`src/rtl/anim_offset_ctrl_pkg.sv`:
```
// Shared constants for the animation controller and the scene/player renderers.
package anim_offset_ctrl_pkg;

    localparam int WRAP        = 400;  // scroll period in pixels
    localparam int BAR_WIDTH   = 40;   // sine-bar width in pixels
    localparam int NUM_BARS    = 10;   // sine LUT entries
    localparam int PLAYER_BAR  = 5;    // PLAYER_X / BAR_WIDTH
    localparam int RESET_SPEED = 4;

    localparam int OFF_W = 10;
    localparam int BAR_W = 4;
    localparam int SPD_W = 4;

    typedef enum logic {
        IDLE,
        DIV
    } div_state_t;

endpackage

```
`src/rtl/offset_bar_divider.sv`:
```
// Repeated-subtraction divider: player_bar = (x_offset / BAR_WIDTH + PLAYER_BAR) mod NUM_BARS.
module offset_bar_divider
    import anim_offset_ctrl_pkg::*;
(
    input  logic             clk,
    input  logic             reset,
    input  logic             start,
    input  logic [OFF_W-1:0] x_offset,
    output logic [BAR_W-1:0] player_bar,
    output logic             player_bar_valid
);

    div_state_t       state_q, state_d;
    logic [OFF_W-1:0] rem_q, rem_d;
    logic [BAR_W-1:0] q_q, q_d;
    logic [BAR_W-1:0] bar_d;
    logic             valid_d;
    logic [BAR_W:0]   bar_sum;

    always_ff @(posedge clk or posedge reset) begin
        if (reset) begin
            state_q          <= IDLE;
            rem_q            <= '0;
            q_q              <= '0;
            player_bar       <= BAR_W'(PLAYER_BAR % NUM_BARS);
            player_bar_valid <= 1'b1;
        end else begin
            // NOTE: state flops use non-blocking assignments so every register samples pre-edge values.
            state_q          <= state_d;
            rem_q            <= rem_d;
            q_q              <= q_d;
            player_bar       <= bar_d;
            player_bar_valid <= valid_d;
        end
    end

    always_comb begin
        // NOTE: every output gets a default first, so no path can infer a latch.
        state_d = state_q;
        rem_d   = rem_q;
        q_d     = q_q;
        bar_d   = player_bar;
        valid_d = player_bar_valid;
        bar_sum = {1'b0, q_q} + (BAR_W+1)'(PLAYER_BAR);

        // A new offset always wins, even mid-division.
        if (start) begin
            state_d = DIV;
            rem_d   = x_offset;
            q_d     = '0;
            valid_d = 1'b0;
        end else if (state_q == DIV) begin
            if (rem_q >= OFF_W'(BAR_WIDTH)) begin
                rem_d = rem_q - OFF_W'(BAR_WIDTH);
                q_d   = q_q + 1'b1;
            end else begin
                bar_d   = (bar_sum >= (BAR_W+1)'(NUM_BARS))
                        ? BAR_W'(bar_sum - (BAR_W+1)'(NUM_BARS))
                        : bar_sum[BAR_W-1:0];
                valid_d = 1'b1;
                state_d = IDLE;
            end
        end
    end

endmodule

```
`src/rtl/anim_offset_ctrl.sv`:
```
// Frame-rate scroll controller: vsync edge detect, switch sampling, modulo-WRAP offset update.
module anim_offset_ctrl
    import anim_offset_ctrl_pkg::*;
(
    input  logic             clk,
    input  logic             reset,
    input  logic             vsync,
    input  logic [SPD_W-1:0] speed_sw,
    input  logic             dir_sw,
    output logic             frame_tick,
    output logic             started,
    output logic [OFF_W-1:0] x_offset,
    output logic [BAR_W-1:0] player_bar,
    output logic             player_bar_valid
);

    logic [SPD_W-1:0] speed_meta, speed_s, speed_reg;
    logic             dir_meta, dir_s, dir_reg;
    logic             vsync_d;
    logic             div_start;

    logic [SPD_W-1:0] spd;
    logic [OFF_W-1:0] delta;
    logic [OFF_W:0]   sum;
    logic [OFF_W-1:0] next_off;

    // NOTE: the switches are asynchronous to clk, so each goes through two flops before use.
    always_ff @(posedge clk or posedge reset) begin
        if (reset) begin
            speed_meta <= '0;
            speed_s    <= '0;
            dir_meta   <= 1'b0;
            dir_s      <= 1'b0;
        end else begin
            speed_meta <= speed_sw;
            speed_s    <= speed_meta;
            dir_meta   <= dir_sw;
            dir_s      <= dir_meta;
        end
    end

    always_comb begin
        spd      = (speed_reg == '0) ? SPD_W'(1) : speed_reg;
        delta    = dir_reg ? (OFF_W'(WRAP) - OFF_W'(spd)) : OFF_W'(spd);
        sum      = {1'b0, x_offset} + {1'b0, delta};
        // Both operands are below WRAP, so one subtraction restores the range.
        next_off = (sum >= (OFF_W+1)'(WRAP)) ? OFF_W'(sum - (OFF_W+1)'(WRAP)) : sum[OFF_W-1:0];
    end

    always_ff @(posedge clk or posedge reset) begin
        if (reset) begin
            vsync_d    <= 1'b0;
            frame_tick <= 1'b0;
            started    <= 1'b0;
            x_offset   <= '0;
            speed_reg  <= SPD_W'(RESET_SPEED);
            dir_reg    <= 1'b0;
            div_start  <= 1'b0;
        end else begin
            vsync_d    <= vsync;
            frame_tick <= vsync & ~vsync_d;
            div_start  <= frame_tick & started;
            if (frame_tick) begin
                // The first tick only arms the controller; the offset starts moving on the next one.
                if (!started) begin
                    started <= 1'b1;
                end else begin
                    x_offset <= next_off;
                end
                speed_reg <= speed_s;
                dir_reg   <= dir_s;
            end
        end
    end

    offset_bar_divider u_divider (
        .clk              (clk),
        .reset            (reset),
        .start            (div_start),
        .x_offset         (x_offset),
        .player_bar       (player_bar),
        .player_bar_valid (player_bar_valid)
    );

endmodule

```
`config.mk`:
```
export PLATFORM = sky130hd
export DESIGN_NAME = anim_offset_ctrl
export DESIGN_NICKNAME = d
export VERILOG_FILES = /design/src/rtl/anim_offset_ctrl_pkg.sv /design/src/rtl/offset_bar_divider.sv /design/src/rtl/anim_offset_ctrl.sv
export SDC_FILE = /design/constraint.sdc
export NUM_CORES = 1
export LEC_CHECK = 0
export CORE_ASPECT_RATIO = 2
export CORE_MARGIN = 1.5
export CORE_UTILIZATION = 44
export DETAILED_ROUTE_END_ITERATION = 10
export GPL_ROUTABILITY_DRIVEN = 0
export GPL_TIMING_DRIVEN = 0
export PLACE_DENSITY = 0.68
export RECOVER_POWER = 50
export SLEW_MARGIN = 0
export SYNTH_ARGS = -nofsm -noshare
export SYNTH_HDL_FRONTEND = slang
export SYNTH_SLANG_ARGS = --single-unit
```
`constraint.sdc`:
```
create_clock -name clk -period 5.3 [get_ports clk]
set_input_delay 0.795 -clock clk [delete_from_list [all_inputs] [get_ports clk]]
set_output_delay 0.795 -clock clk [all_outputs]
set_load 0.05 [all_outputs]
```
==> results of run 1 <==
-- layout by cell type, fill, tap and decap left out, types with 2 or more instances in the layout --
cell,synthesis,layout
o21ai_1,2,2
ha_1,15,15
clkbuf_16,0,5
a21oi_1,11,11
xor2_1,7,7
a32oi_1,2,2
nand2_1,30,30
nor3_1,8,8
nand4_1,5,5
a21o_1,2,2
o21a_1,2,2
mux2_2,7,7
nor2b_1,2,2
clkbuf_1,7,9
dlygate4sd3_1,0,7
and3_1,7,7
dfstp_2,4,4
clkdlybuf4s50_1,0,17
and3_4,2,2
nand2b_1,3,3
nor4b_1,2,2
nand3_1,5,5
nor2_1,13,13
or2_2,2,2
buf_2,2,2
xnor2_1,10,10
o21ai_0,24,24
and2_1,3,3
dfrtp_1,42,42
inv_1,14,14
-- where the power goes --
part / switching, mW / total (mW) / internal, mW
combinational: 0.768 / 1.28 / 0.513
sequential: 0.101 / 0.568 / 0.467
clock: 0.128 / 0.351 / 0.222
-- cells by family (layout without fill, tap and decap cells) --
kind of cell / count (synthesis) / in the layout / share of synthesized area, %
AND/OR/NAND/NOR: 90 / 90 / 17.4
multiplexers: 8 / 8 / 3.34
XOR/XNOR: 19 / 19 / 6.83
AO/OA/AOI/OAI: 63 / 63 / 17.0
buffers and inverters: 26 / 59 / 4.10
adder cells (fa/ha/maj): 16 / 16 / 7.82
flip-flops: 46 / 46 / 43.5
-- how the worst min path moves through the flow --
| stage | from | to | slack [ns] | cells after the start |
|---|---|---|---|---|
| CTS | speed_meta[3] | speed_s[3] | 0.35 | 0 |
| finish | speed_meta[3] | speed_s[3] | 0.35 | 0 |
| floorplan | dir_meta | dir_s | 0.33 | 0 |
| global placement | speed_meta[1] | speed_s[1] | 0.33 | 0 |
| global route | speed_meta[1] | speed_s[1] | 0.37 | 0 |
| detailed placement | speed_meta[0] | speed_s[0] | 0.34 | 0 |
-- per-layer routing --
layer | routed length, um | global-route usage (%)
met1 | 2110 | 20.3
met2 | 2970 | 33.2
met3 | 125 | 2.97
met4 | 227 | 10.9
met5 | 0 | 0
-- area by class of cell --
cell class | count | area, um2
plain buffers | 12 | 56.3
inverters | 14 | 52.6
multi-input cells | 196 | 1390
clock inverters | 2 | 37.5
well taps | 61 | 76.3
flip-flops and latches | 46 | 1160
clock buffers | 6 | 129
repair buffers | 25 | 244
fillers | 533 | 2610
-- synth_stat cells, types with 5 or more instances --
library cell	number	area share [%]
xnor2_1	10	3.3
nand3_1	5	0.94
mux2_2	7	3.0
nor2_1	13	1.8
and3_1	7	1.6
dfrtp_1	42	40
a21oi_1	11	2.1
clkbuf_1	7	0.99
nor3_1	8	1.5
ha_1	15	7.1
nand2_1	30	4.2
xor2_1	7	2.3
nand4_1	5	1.2
o21ai_0	24	4.5
inv_1	14	2.0
-- worst max-delay path, delay by kind of cell, from the launching register on --
kind	cells	cell delay, ns
AOI/OAI and AO/OA	6	1.57
xor gates and xnor gates	1	0.18
DFF	1	0.57
adders and majority gates	3	0.80
buffers and inverters	1	0.06
and+or+nand+nor	5	0.74
==> flow_summary.toml, run 1 <==
[setup_path]
setup.worst_path.start_class = "flop"
critical_path_arrival_ns = 4.21
critPathSlowestCell = "dfstp_2"
worst_setup_path_endpoint = "x_offset[4]"
setup.worst_path.start = "speed_reg[2]"
worstSetupPathType = "flop to flop"
max_stage_delay_ns = 0.57
crit_path_frequent_cell = "ha_1"
setup_slack_reg_to_reg_ns = 1.29
critical_path_required_ns = 5.50
rr_startpoint = "speed_reg[2]"
crit_fanout = 9
worst_r2r_endpoint = "x_offset[4]"
setup.worst_path.end_class = "flop"
timing.reg2reg.worst_path_depth = 16
cp_cell_sequence = "nor3_1 -> or2_2 -> inv_1 -> ha_1 -> nand2_1 -> o21ai_0 -> ha_1 -> a21o_1 -> a221oi_4 -> xor2_1 -> ha_1 -> and3_1 -> and3_4 -> o211ai_2 -> a21oi_1 -> o31ai_1"

[global_routing]
globalRoute.totalOverflow = 0
globalRouteTotalUtil_pct = 18.8
global_route_wire_length_before_repair_um = 9370
grt_pass1_vias = 2086
number_of_antenna_violations_at_the_first_check_in_global_routing = 0
grt_max_degree = 25

[sta]
timing.fmax_mhz = 249
finalCritPeriodShare_pct = 75.6
max-slew-margin-rel_pct = 10.5
fin_crit_ns = 4.01
setup_ws_ns = 1.29
fin_worst_hold_slack_ns = 0.349
setup-violations-final = 0
finalClockSkew_ns = 0.00295
timing.setup.tns_ns = 0
grt_setup_unrepaired = "no"
hold_viol_final = 0
worst_pin_slew_ns = 1.34
timing.final.max_slew_violations = 0

[logic_synthesis]
asyncSetResetFlopFracSynth_pct = 100
post_syn_instances = 268
post_synth.cell_area_avg_um2 = 9.92
synth_nets = 292
synth_edf_count = 0
synth.distinct_cells = 62
number_of_warnings_reported_in_the_yosys_synthesis_log = 0
top_reg_cell_synth = "dfrtp_1"
ys_seq_area_share_pct = 43.5
synth_cell_area_um2 = 2660
ys_seq_elements = 46

[cells_and_area]
fin_cells = 362
top_regs = "x_offset x10, u_divider.rem_q x7"
final_core_utilization_pct = 54.6
area.growth.synth_to_final_pct = 18.3
post_route_cell_area_um2 = 3140
largest_register_ff_count = 10
post_route_cells_drive_above_1_share_pct = 12.0
layout.nets = 324
register_with_the_most_flip_flops = "x_offset"
diodes = 0

[detailed_routing]
vias_per_cell = 5.69
num_vias = 2059
drtPass1Iterations = 9
drtAntennaViolNets = 0
routed_wl_um = 5430
drt-wirelength-per-cell_um = 15.0
drt_drc_violations_left = 2
drt-initial-drc-count = 52

[floorplan]
placementRows = 39
horiz_die_dim_um = 58.0
fp.dieArea_um2 = 6540
initial_utilization_pct = 46.2
i_o_pins = 25
die_h_um = 113
fp.coreArea_um2 = 5760

[pwr]
powerDensity_nw_per_um2 = 700
finalPower_mw = 2.20
static_power_due_to_leakage_nw = 1.35
ir_drop_uv = 361

[clocking]
clkSlewWorstSetupHoldPaths_ns = 0.06
htree_levels = 2
cts_tree = "done"
cts.root.buffer_cell = "clkbuf_16"
holdBufCountCts = 0
cts_buffer_depth = 2
numClockSinks = 46
cts-buffers-inserted = 5
post_cts_buffers = 0
worstSkewPairLatency_ns = 0.29
post_cts_resized = 0

[placed_design]
detailedPlacementHpwl_um = 4150
detailed_place.area_um2 = 2990
detailedPlace.worstSlack_ns = 1.28
dpl.cell_count = 354
io_buffer_count = 24

[status]
status = "complete, but fails checks"
violations_in_the_final_reports = "design-rule violations"

[flow_run]
drv.max_cap_violation_count = 0

[min_path]
holdCritPathClass = "flop to flop"
(Power assumes the default switching activity.)
==> run 2: changes to the inputs <==
PLACE_DENSITY = 0.7   (was 0.68)
clock period = 3.64 ns   (was 5.3 ns; I/O delays follow)
==> flow_summary.toml, run 2 (synthesized netlist as in run 1, its figures left out) <==
[cells_and_area]
final_cell_mix = "42 x dfrtp_1, 30 x nand2_1, 23 x o21ai_0"
leading_cell_type_in_the_layout_fill_and_taps_excluded = "dfrtp_1"
final_core_utilization_pct = 57.2
layout.nets = 334
multi_input_logic_area_um2 = 1470
area.growth.synth_to_final_pct = 24.0
post_route_cell_area_um2 = 3290
layout.area.seq_um2 = 1160
top_regs = "x_offset x10, u_divider.rem_q x7"
diodes = 0
post_route_cells_drive_above_1_share_pct = 18.3
register_with_the_most_flip_flops = "x_offset"
final.fill_count = 509
largest_register_ff_count = 10

[placed_design]
detailed_place.area_um2 = 2990
detailedPlacementHpwl_um = 4060
io_buffer_count = 24
detailedPlace.worstSlack_ns = -0.332

[setup_path]
worstSetupPathType = "flop to flop"
critical_path_arrival_ns = 3.71
setup.worst_path.start_class = "flop"
critical_path_required_ns = 3.80
crit_fanout = 8
setup.worst_path.start = "speed_reg[2]"
setup.worst_path.end_class = "flop"
setup_slack_reg_to_reg_ns = 0.09
rr_startpoint = "speed_reg[2]"

[detailed_routing]
route.met3.wl_um = 104
met2RoutedLength_um = 3190
vias_per_cell = 5.68
drtAntennaViolNets = 0
m1WireLength_um = 2130
routed_wl_um = 5690
drt_drc_violations_left = 1
drtPass1Iterations = 7
topRoutingLayerUsed = "met4"
drt-wirelength-per-cell_um = 15.3
num_vias = 2113
drt-initial-drc-count = 49

[global_routing]
grt_max_degree = 29
global_route_wire_length_before_repair_um = 9330
grt_pass1_vias = 2078
number_of_antenna_violations_at_the_first_check_in_global_routing = 0
globalRouteTotalUtil_pct = 18.6
globalRoute.totalOverflow = 0

[min_path]
holdCritPathClass = "flop to flop"
hold_wc_startpoint = "speed_meta[3]"

[clocking]
numClockSinks = 46
htree_levels = 2
clkSlewWorstSetupHoldPaths_ns = 0.07
cts_buffer_depth = 2
cts-buffers-inserted = 5
holdBufCountCts = 0
cts_tree = "done"
cts.root.buffer_cell = "clkbuf_16"
worstSkewPairLatency_ns = 0.29

[floorplan]
i_o_pins = 25
placementRows = 39
die_h_um = 113
horiz_die_dim_um = 58.0
fp.coreArea_um2 = 5760
fp.dieArea_um2 = 6540
initial_utilization_pct = 46.2

[pwr]
finalPower_mw = 3.44
powerDensity_nw_per_um2 = 1050
static_power_due_to_leakage_nw = 1.40
ir_drop_uv = 434

[sta]
hold_viol_final = 0
fin_crit_ns = 3.55
timing.final.max_slew_violations = 0
timing.setup.tns_ns = 0
max-slew-margin-rel_pct = 1.98
setup-violations-final = 0
setup_ws_ns = 0.0932
finalCritPeriodShare_pct = 97.4
worst_pin_slew_ns = 1.47
finalClockSkew_ns = 0.00722
timing.fmax_mhz = 282

[status]
violations_in_the_final_reports = "design-rule violations"
status = "complete, but fails checks"

[flow_run]
drv.max_cap_violation_count = 0
run 2: cell types whose count changed in the layout (fill, tap and decap cells not counted), moves of 2 or more:
cell,change
and3_1,-2
ha_2,+3
and3_4,+2
buf_4,+9
ha_1,-3
run 2: worst max-delay path, cell delays in order, from the launching register on:
cell and delay [ns]:
dfstp_2 0.54, nor3_1 0.05, or2_4 0.24, inv_2 0.05, ha_2 0.17, nand2b_4 0.12
xnor2_1 0.08, ha_2 0.39, and3_4 0.21, a221oi_4 0.07, buf_4 0.18, o32ai_1 0.92
and3_4 0.33, o31ai_1 0.07
run 2: path summary, 6_finish.rpt:
| kind | to | cells past startpoint |
|---|---|---|
| max in group asynchronous | u_divider.rem_q[7] | 3 |
| min in group asynchronous | speed_s[0] | 2 |
| max reg2reg | x_offset[4] | 13 |
| max | x_offset[4] | 13 |
| min reg2reg | speed_s[3] | 0 |
| min | speed_s[3] | 0 |
run 2: repair_timing:
item	CTS	global route
endpoints found under the setup margin	5	4
resized for setup	6	9
pin swaps	2	14
gates cloned	0	1
setup buffers	3	6
run 2: area by class of cell:
class / instances / share of cell area, %
inverters: 14 / 1.60
well taps: 61 / 2.32
clock inverters: 3 / 1.33
flip-flops and latches: 46 / 35.1
plain buffers: 12 / 1.71
repair buffers: 34 / 9.46
clock buffers: 5 / 3.80
multi-input cells: 197 / 44.7
run 2: stage by stage:
| stage | std cells | hold WS, ns |
|---|---|---|
| after floorplan | 268 | 0.331 |
| after global placement | 353 | 0.333 |
| after detailed placement | 354 | 0.335 |
| after CTS | 365 | 0.349 |
| after global routing | 372 | 0.361 |
| final | 372 | 0.347 |
run 2: where the power goes:
part           total, mW  switching, mW  internal, mW  leakage (nW)
clock              0.523          0.198         0.325        0.0842
combinational       2.10           1.21         0.883         0.774
sequential         0.823          0.143         0.680         0.544
run 2: metal layers:
layer  vias up  track usage [%]
met5         -                0
met4         0             10.7
met1      1023             19.5
met3        19             2.40
met2        34             34.1
li1       1037                -
